`src/rtl/vga_pkg.sv`:
```
// Shared VGA timing constants (800x600@60, 40 MHz pixel clock) and derived window bounds.
// Latency: n/a (constants and a width helper only).
// Backpressure: n/a.
// Contents: per-axis sync/porch/active sizes, totals, first active column/row, counter width.
package vga_pkg;

    localparam int CNT_W = 11;

    localparam int H_SYNC   = 128;
    localparam int H_BACK   = 88;
    localparam int H_ACTIVE = 800;
    localparam int H_FRONT  = 40;
    localparam int V_SYNC   = 4;
    localparam int V_BACK   = 23;
    localparam int V_ACTIVE = 600;
    localparam int V_FRONT  = 1;

    localparam int H_TOTAL = H_SYNC + H_BACK + H_ACTIVE + H_FRONT;   // 1056
    localparam int V_TOTAL = V_SYNC + V_BACK + V_ACTIVE + V_FRONT;   // 628

    // First visible column/row in the 1-based counter space (217 / 28 by default).
    localparam int H_ACT_START = H_SYNC + H_BACK + 1;
    localparam int V_ACT_START = V_SYNC + V_BACK + 1;

    // Narrow an integer timing value to the counter width.
    function automatic logic [CNT_W-1:0] to_cnt(input int v);
        return v[CNT_W-1:0];
    endfunction

endpackage

```
`src/rtl/vga_sync_gen_if.sv`:
```
// Bundle carrying the pixel enable into the timing generator and the timing outputs to consumers.
// Latency: n/a (wires only).
// Backpressure: none; en is the only flow control, it stalls the whole raster.
// master: timing generator (drives c1/c2/syncs/de/frame_start/frame_cnt, samples en).
// slave:  upstream/consumer side (drives en, samples the timing outputs).
interface vga_sync_gen_if;
    import vga_pkg::*;

    logic             en;
    logic [CNT_W-1:0] c1;
    logic [CNT_W-1:0] c2;
    logic             hsync;
    logic             vsync;
    logic             de;
    logic             frame_start;
    logic [7:0]       frame_cnt;

    modport master (
        input  en,
        output c1, c2, hsync, vsync, de, frame_start, frame_cnt
    );

    modport slave (
        output en,
        input  c1, c2, hsync, vsync, de, frame_start, frame_cnt
    );

endinterface

```
`src/rtl/vga_axis_cnt.sv`:
```
// One raster axis: 1..TOTAL wrap counter with registered sync and next-state active decode.
// Latency: cnt/sync change on the edge that consumes step; act_nxt is combinational (for the caller's register).
// Backpressure: counter holds while step is low.
// Ports: clk, rst_n (sync, active-low), step (advance), cnt, wrap (step at TOTAL), sync, act_nxt.
module vga_axis_cnt
    import vga_pkg::*;
#(
    parameter int   TOTAL     = H_TOTAL,
    parameter int   SYNC_LEN  = H_SYNC,
    parameter int   ACT_FIRST = H_ACT_START,
    parameter int   ACT_LAST  = H_ACT_START + H_ACTIVE - 1,
    parameter logic SYNC_POL  = 1'b1
) (
    input  logic             clk,
    input  logic             rst_n,
    input  logic             step,
    output logic [CNT_W-1:0] cnt,
    output logic             wrap,
    output logic             sync,
    output logic             act_nxt
);

    localparam logic [CNT_W-1:0] ONE     = to_cnt(1);
    localparam logic [CNT_W-1:0] TOT_C   = to_cnt(TOTAL);
    localparam logic [CNT_W-1:0] SYNC_C  = to_cnt(SYNC_LEN);
    localparam logic [CNT_W-1:0] FIRST_C = to_cnt(ACT_FIRST);
    localparam logic [CNT_W-1:0] LAST_C  = to_cnt(ACT_LAST);

    logic [CNT_W-1:0] cnt_nxt;

    always_comb begin
        cnt_nxt = cnt;
        if (step) begin
            cnt_nxt = (cnt == TOT_C) ? ONE : cnt + ONE;
        end
    end

    assign wrap    = step && (cnt == TOT_C);
    // Decoding the next value keeps registered outputs aligned with the counter they accompany.
    assign act_nxt = (cnt_nxt >= FIRST_C) && (cnt_nxt <= LAST_C);

    always_ff @(posedge clk) begin
        if (!rst_n) begin
            cnt  <= ONE;
            sync <= SYNC_POL;
        end else begin
            cnt  <= cnt_nxt;
            sync <= (cnt_nxt <= SYNC_C) ? SYNC_POL : ~SYNC_POL;
        end
    end

endmodule

```
`src/rtl/vga_sync_gen.sv`:
```
// Screen timing source: 1-based column/row counters, hsync/vsync, de, frame_start strobe, frame_cnt.
// Latency: all outputs registered and consistent with the c1/c2 of the same cycle.
// Backpressure: bus.en low freezes every output; frame_start drops after one cycle.
// Ports: clk, rst_n (sync, active-low), bus (vga_sync_gen_if.master: en in; c1,c2,hsync,vsync,de,frame_start,frame_cnt out).
// Build option: define VGA_SYNC_FRAME_CNT_EN to count frames (mod 256); otherwise frame_cnt is constant 0.
// H_TOTAL and V_TOTAL must fit in 11 bits.
module vga_sync_gen #(
    parameter int   H_SYNC   = vga_pkg::H_SYNC,
    parameter int   H_BACK   = vga_pkg::H_BACK,
    parameter int   H_ACTIVE = vga_pkg::H_ACTIVE,
    parameter int   H_FRONT  = vga_pkg::H_FRONT,
    parameter int   V_SYNC   = vga_pkg::V_SYNC,
    parameter int   V_BACK   = vga_pkg::V_BACK,
    parameter int   V_ACTIVE = vga_pkg::V_ACTIVE,
    parameter int   V_FRONT  = vga_pkg::V_FRONT,
    parameter logic SYNC_POL = 1'b1
) (
    input  logic           clk,
    input  logic           rst_n,
    vga_sync_gen_if.master bus
);
    import vga_pkg::*;

    localparam int HT = H_SYNC + H_BACK + H_ACTIVE + H_FRONT;
    localparam int VT = V_SYNC + V_BACK + V_ACTIVE + V_FRONT;

    logic h_wrap, v_wrap;
    logic h_act_nxt, v_act_nxt;
    logic de_q, frame_start_q;

    vga_axis_cnt #(
        .TOTAL     (HT),
        .SYNC_LEN  (H_SYNC),
        .ACT_FIRST (H_SYNC + H_BACK + 1),
        .ACT_LAST  (H_SYNC + H_BACK + H_ACTIVE),
        .SYNC_POL  (SYNC_POL)
    ) u_h (
        .clk     (clk),
        .rst_n   (rst_n),
        .step    (bus.en),
        .cnt     (bus.c1),
        .wrap    (h_wrap),
        .sync    (bus.hsync),
        .act_nxt (h_act_nxt)
    );

    // Rows advance only on the pixel that wraps the line.
    vga_axis_cnt #(
        .TOTAL     (VT),
        .SYNC_LEN  (V_SYNC),
        .ACT_FIRST (V_SYNC + V_BACK + 1),
        .ACT_LAST  (V_SYNC + V_BACK + V_ACTIVE),
        .SYNC_POL  (SYNC_POL)
    ) u_v (
        .clk     (clk),
        .rst_n   (rst_n),
        .step    (h_wrap),
        .cnt     (bus.c2),
        .wrap    (v_wrap),
        .sync    (bus.vsync),
        .act_nxt (v_act_nxt)
    );

    // v_wrap already implies h_wrap and en, so it marks the (H_TOTAL, V_TOTAL) -> (1,1) step.
    always_ff @(posedge clk) begin
        if (!rst_n) begin
            de_q          <= 1'b0;
            frame_start_q <= 1'b0;
        end else begin
            de_q          <= h_act_nxt && v_act_nxt;
            frame_start_q <= v_wrap;
        end
    end

    assign bus.de          = de_q;
    assign bus.frame_start = frame_start_q;

`ifdef VGA_SYNC_FRAME_CNT_EN
    logic [7:0] frame_cnt_q;

    // Updates on the same edge that raises frame_start, so both are seen together.
    always_ff @(posedge clk) begin
        if (!rst_n) begin
            frame_cnt_q <= 8'd0;
        end else if (v_wrap) begin
            frame_cnt_q <= frame_cnt_q + 8'd1;
        end
    end

    assign bus.frame_cnt = frame_cnt_q;
`else
    assign bus.frame_cnt = 8'd0;
`endif

endmodule

```
`src/flat_wrapper.sv`:
```
// flat-port wrapper written by rule: the top's interface ports become plain ports
module vga_sync_gen_flat import vga_pkg::*;
#(
    parameter int   H_SYNC   = vga_pkg::H_SYNC,
    parameter int   H_BACK   = vga_pkg::H_BACK,
    parameter int   H_ACTIVE = vga_pkg::H_ACTIVE,
    parameter int   H_FRONT  = vga_pkg::H_FRONT,
    parameter int   V_SYNC   = vga_pkg::V_SYNC,
    parameter int   V_BACK   = vga_pkg::V_BACK,
    parameter int   V_ACTIVE = vga_pkg::V_ACTIVE,
    parameter int   V_FRONT  = vga_pkg::V_FRONT,
    parameter logic SYNC_POL = 1'b1
)
  (clk, rst_n, bus_en, bus_c1, bus_c2, bus_hsync, bus_vsync, bus_de, bus_frame_start, bus_frame_cnt);
  vga_sync_gen_if bus_i ();
  input  logic clk;
  input  logic rst_n;
  input wire logic [$bits(bus_i.en)-1:0] bus_en;
  output wire logic [$bits(bus_i.c1)-1:0] bus_c1;
  output wire logic [$bits(bus_i.c2)-1:0] bus_c2;
  output wire logic [$bits(bus_i.hsync)-1:0] bus_hsync;
  output wire logic [$bits(bus_i.vsync)-1:0] bus_vsync;
  output wire logic [$bits(bus_i.de)-1:0] bus_de;
  output wire logic [$bits(bus_i.frame_start)-1:0] bus_frame_start;
  output wire logic [$bits(bus_i.frame_cnt)-1:0] bus_frame_cnt;
  assign bus_i.en = bus_en;
  assign bus_c1 = bus_i.c1;
  assign bus_c2 = bus_i.c2;
  assign bus_hsync = bus_i.hsync;
  assign bus_vsync = bus_i.vsync;
  assign bus_de = bus_i.de;
  assign bus_frame_start = bus_i.frame_start;
  assign bus_frame_cnt = bus_i.frame_cnt;
  vga_sync_gen #(.H_SYNC(H_SYNC), .H_BACK(H_BACK), .H_ACTIVE(H_ACTIVE), .H_FRONT(H_FRONT), .V_SYNC(V_SYNC), .V_BACK(V_BACK), .V_ACTIVE(V_ACTIVE), .V_FRONT(V_FRONT), .SYNC_POL(SYNC_POL)) u_core (.clk(clk), .rst_n(rst_n), .bus(bus_i));
endmodule
```
`config.mk`:
```
export PLATFORM = sky130hd
export DESIGN_NAME = vga_sync_gen_flat
export DESIGN_NICKNAME = d
export VERILOG_FILES = /design/src/rtl/vga_pkg.sv /design/src/rtl/vga_sync_gen_if.sv /design/src/rtl/vga_axis_cnt.sv /design/src/rtl/vga_sync_gen.sv /design/src/flat_wrapper.sv
export SDC_FILE = /design/constraint.sdc
export NUM_CORES = 1
export LEC_CHECK = 0
export BUFFER_PORTS_ARGS = -buffer_cell sky130_fd_sc_hd__buf_2
export CAP_MARGIN = 20
export CORE_MARGIN = 3
export CORE_UTILIZATION = 47
export DETAILED_ROUTE_END_ITERATION = 10
export PLACE_DENSITY = 0.78
export SKIP_LAST_GASP = 1
export SYNTH_ARGS = -nofsm -noshare
export SYNTH_HDL_FRONTEND = slang
export SYNTH_SLANG_ARGS = --single-unit
```
`constraint.sdc`:
```
create_clock -name clk -period 2.6 [get_ports clk]
set_clock_uncertainty 0.15 [all_clocks]
set_input_delay 0.39 -clock clk [delete_from_list [all_inputs] [get_ports clk]]
set_output_delay 0.39 -clock clk [all_outputs]
set_load 0.05 [all_outputs]
```
* Word-level counts from Yosys, hierarchy flattened
Index checks and enable logic that the tools add are counted.
** Storage, ports and cells
- Register bits after elaboration :: 26
- Word-level logic and storage cells :: 27
- Input port bits :: 3
- Output and inout bits :: 34
** Operators by class
- Muxes and demuxes :: 6
- $lt $le $gt $ge :: 6
- Equality and inequality tests :: 2
- $add $sub $neg :: 2
- Reduce and logical (&&, ||, !) cells :: 5
** Operators with widths (number)
- 2-to-1 mux 11 bit :: 4
- adder 11 x 1 -> 11 bit, second input constant :: 2
- <= comparator 11 x 10 -> 1 bit, second input constant :: 2
- equality test 11 x 10 -> 1 bit, second input constant :: 1
- equality test 11 bit, second input constant :: 1
- >= comparator 11 x 5 -> 1 bit, second input constant :: 1
- >= comparator 11 x 8 -> 1 bit, second input constant :: 1
- <= comparator 11 x 3 -> 1 bit, second input constant :: 1
- <= comparator 11 x 8 -> 1 bit, second input constant :: 1
- logical AND 1 bit :: 5
- 2-to-1 mux 1 bit :: 2

* Longest topological paths before layout
- Depth in word-level cells :: 6
- Mapped depth :: 10
- Mapped depth without buffers :: 9

* By module
From an unflattened synthesis, not the netlist that was laid out.
** Unflattened totals
- Cell total of the unflattened synthesis :: 233
- Area total of the unflattened synthesis :: 1883.1 um2
** By module, submodules not included
- vga_axis_cnt at u_core.u_h :: area an instance 915.9 um2, cells an instance 112, instances 1, sequential area each 240.2 um2
- vga_axis_cnt at u_core.u_v :: area an instance 850.8 um2, cells an instance 108, instances 1, sequential area each 240.2 um2
- vga_sync_gen :: area an instance 116.4 um2, cells an instance 13, instances 1, sequential area each 40.0 um2

* Worst setup path before layout
No wires, ideal clock.
- Path type :: register to register
- From :: reg u_core.u_h.cnt[0]
- To :: reg u_core.de_q, in the netlist u_core.bus.de
- Setup slack :: -174 ps
- Path buffers :: 1
- Library setup time :: 95 ps
- Data required time :: 2355 ps
- Arrival time :: 2528 ps
- Stages on the path, launching flop included :: 10
- Clock period less this slack :: 2774 ps
- Cells stage by stage :: dfxtp_1 ha_1 clkbuf_1 nand3_1 nor3_1 and3_2 xnor2_1 o211a_1 o2111ai_1 a221oi_1
** Between the ends
- Longest elaborated chain between the ends :: 6
- Elaborated cells on any way between the ends :: 13
- Those cells by class :: add/sub (1); order compare (4); eq/ne (1); mux (3); reduce/logical (4)
** RTL lines
- start: declaration :: line vga_axis_cnt.sv:17 : output logic [CNT_W-1:0] cnt,
- start signal: assignment :: line vga_axis_cnt.sv:47 : cnt <= cnt_nxt;
- adder 11 x 1 -> 11 bit or equality test 11 bit (tied branches) :: line vga_axis_cnt.sv:34, vga_axis_cnt.sv:38
- 2-to-1 mux 11 bit or logical AND 1 bit (tied branches) :: line vga_axis_cnt.sv:34, vga_axis_cnt.sv:38
- 2-to-1 mux 11 bit :: line vga_axis_cnt.sv:33 : if (step) begin
- >= comparator 11 x 8 -> 1 bit, or another cell as far along :: line vga_axis_cnt.sv:40 : assign act_nxt = (cnt_nxt >= FIRST_C) && (cnt_nxt <= LAST_C);
- logical AND 1 bit :: line vga_axis_cnt.sv:40
- logical AND 1 bit (*) :: line vga_sync_gen.sv:70 : de_q <= h_act_nxt && v_act_nxt;
- end signal: assignment :: line vga_sync_gen.sv:70
- end: declaration :: line vga_sync_gen.sv:29 : logic de_q, frame_start_q;
Mark *: on every way between the ends. The rest lies on a longest branch, timed or not.
A chain may end at the register's enable or synchronous reset.

* Final worst setup path
- From :: reg u_core.u_h.cnt[4]
- To :: reg u_core.de_q, in the netlist u_core.bus.de
The elaborated chain is that of the path after synthesis.

==> results.ini <==
[clock_network]
clock_sinks = 26
cts_tree = built
clk_pin_slew_worst_paths_ns = 0.09
clockBufferDepth = 2
holdBufCountCts = 0
cts_setup_buffers = 0
cts_resized = 0
cts_buffers = 3
htreeDepth = 1
cts_root_buffer = clkbuf_8
clock_latency_ns = 0.27

[route]
postRouteAntennaNets = 0
avgViaCountPerCell = 5.75
drc = 0
drt_iter0_drc = 110
vias = 1638
drt_first_pass_iters = 4
wl_per_cell_um = 14.2
drt_wl_total_um = 4060

[sta]
min_period_ns = 2.38
fmax_mhz = 419
finalWorstSetupSlack_ns = 0.216
drv_slew = 0
setup_viol = 0
rsz0062_at_grt = false
setup-tns-final_ns = 0
finalCritPeriodShare = 0.917
holdWs_ns = 0.228
hold_viol = 0

[worst_setup_path]
startpoint_type = flop
crit_path_max_fanout = 10
r2r_slack_ns = 0.22
critPathKind = flop to flop
worstPathArrival_ns = 2.41
cp-end-kind = flop
required_ns = 2.63

[finish]
area_growth_pct = 9.75
n_antenna_cell = 0
fillers = 324
drive_gt1_frac = 0.238
nets = 248

[global_route]
antenna_found_initial = 0
use_met1 = 0.283
grt-ovfl-total = 0
grt.busiest_layer = met1
grt_pass1_vias = 1383
use_met2 = 0.273
grtUsageMet3 = 0.0213
grt_max_degree = 14
grt_pass1_wl_um = 6640
track_usage = 0.185

[power]
p_per_area_nw_per_um2 = 377
p_comb_frac = 0.132
power.switching_mw = 0.212
p_int_mw = 0.532
vdd_drop_max_mv = 0.228
leakagePower_nw = 0.810
clockPowerShare = 0.308
swShare = 0.285
seqPwrFrac = 0.560
p_total_mw = 0.744

[flow_run]
max-cap-violations = 0

[synth]
yosysSeqAreaShare = 0.290
synth_top_area_share = 0.290
synthTopCellsByArea = dfxtp_1 (29%), nor2_1 (5.2%), xnor2_1 (4.9%)
async_reset_ff_frac = 0
synth_seq_cells = 26
synthDistinctLibCells = 52
synthCells = 213
synth_common_cells = dfxtp_1 (26), nor2_1 (25), nand2_1 (15)
synth.avg_cell_area_sq_um = 8.44
synth_top_area_cell = dfxtp_1
synth_ff_type = dfxtp_1
synth_edf_count = 0
ys.warnings.count = 0
synth_most_common_cell = dfxtp_1
synth_area_sq_um = 1800

[hold_path]
hp-class = input pin to flop

[die]
io-pin-count = 37
core_sq_um = 3490
std_cell_rows = 21
die_y_um = 67.8
initial_core_util = 0.514
die_area_sq_um = 4600
die_w_um = 67.8

[outcome]
outcome = finished, final reports clean

[placement]
gp_congestion = 0.918
port_buffers = 28
dp_worst_setup_slack_ns = 0.143
dp_hpwl_um = 3050

[critical path: stages (launching register included)]
cell and delay [ns]:
dfxtp_1 0.52, nand3_1 0.30, nor3_1 0.43, and3_2 0.27, xnor2_1 0.15, o211a_1 0.18, o2111ai_1 0.09, a221oi_1 0.20
[routing by layer]
layer	part of all wire	wire length, um
met5	0	0
met4	0.0089	36
met3	0.070	283
met2	0.45	1830
met1	0.47	1910
[path summary, 6_finish.rpt]
check	startpoint	end	depth (start not counted)
setup / recovery	u_core.u_h.cnt[4]	u_core.bus.de	7
hold / removal	rst_n	u_core.u_v.cnt[0]	2
setup reg to reg	u_core.u_h.cnt[4]	u_core.bus.de	7
hold reg to reg	u_core.u_v.cnt[1]	u_core.u_v.cnt[1]	2
[power groups by stage]
stage	Combinational, mW	Sequential [mW]	Clock [mW]
floorplan	0.0798	0.438	0
finish	0.0980	0.417	0.229
global placement	0.0957	0.425	0
detailed placement	0.0972	0.426	0
global route	0.105	0.419	0.241
CTS	0.0976	0.416	0.234
[state kept, by name (all words and copies together) (netlist names)]
name                    cells
u_core.bus.de               1
u_core.u_h.sync             1
u_core.u_v.sync             1
u_core.u_v.cnt             11
u_core.bus.frame_start      1
u_core.u_h.cnt             11
[placed cells by master, fill, tap and decap left out, drive strengths merged, types with 2 or more instances in the layout]
cell type,netlist,routed
and4bb,2,2
xor2,7,7
nand2,15,15
a21oi,8,8
xnor2,10,10
a21o,3,3
mux2i,3,3
o211a,2,2
o21ai,12,12
and4,3,3
conb,1,8
o2111ai,2,2
inv,7,7
ha,4,4
or3,3,3
dfxtp,26,26
nor3b,4,4
and2,7,7
nor4,3,3
nor2,25,25
nand4,6,6
nor3,8,8
nand3,13,13
nor4b,2,2
clkbuf,4,3
buf,17,37
[stage by stage]
step            util  instance area [sq um]  std cells
2_1_floorplan      -                   1830        220
3_3_place_gp   0.551                   1920        282
3_5_place_dp   0.551                   1920        282
4_1_cts        0.562                   1970        285
5_1_grt        0.564                   1970        285
6_report       0.564                   1970        285
[layout make-up]
type | instances | area [sq um] | share of cell area
sequential | 26 | 524 | 0.266
inverter | 7 | 26.3 | 0.0133
timing repair buffer | 37 | 208 | 0.105
multi-input combinational | 166 | 1110 | 0.565
clock buffer | 3 | 41.3 | 0.0209
tap | 46 | 57.6 | 0.0292
[cell families (layout without fill, tap and decap cells)]
kind of cell             Yosys count  in the layout  synth area share
AO/OA/AOI/OAI                     37             37             0.155
XOR/XNOR                          17             17            0.0829
adder cells (fa/ha/maj)            4              4            0.0279
buffers and inverters             28             47             0.107
flip-flops                        26             26             0.290
multiplexers                       3              3            0.0167
other                              1              8           0.00209
AND/OR/NAND/NOR                   97             97             0.318
Power figures use the tool's default switching activity.
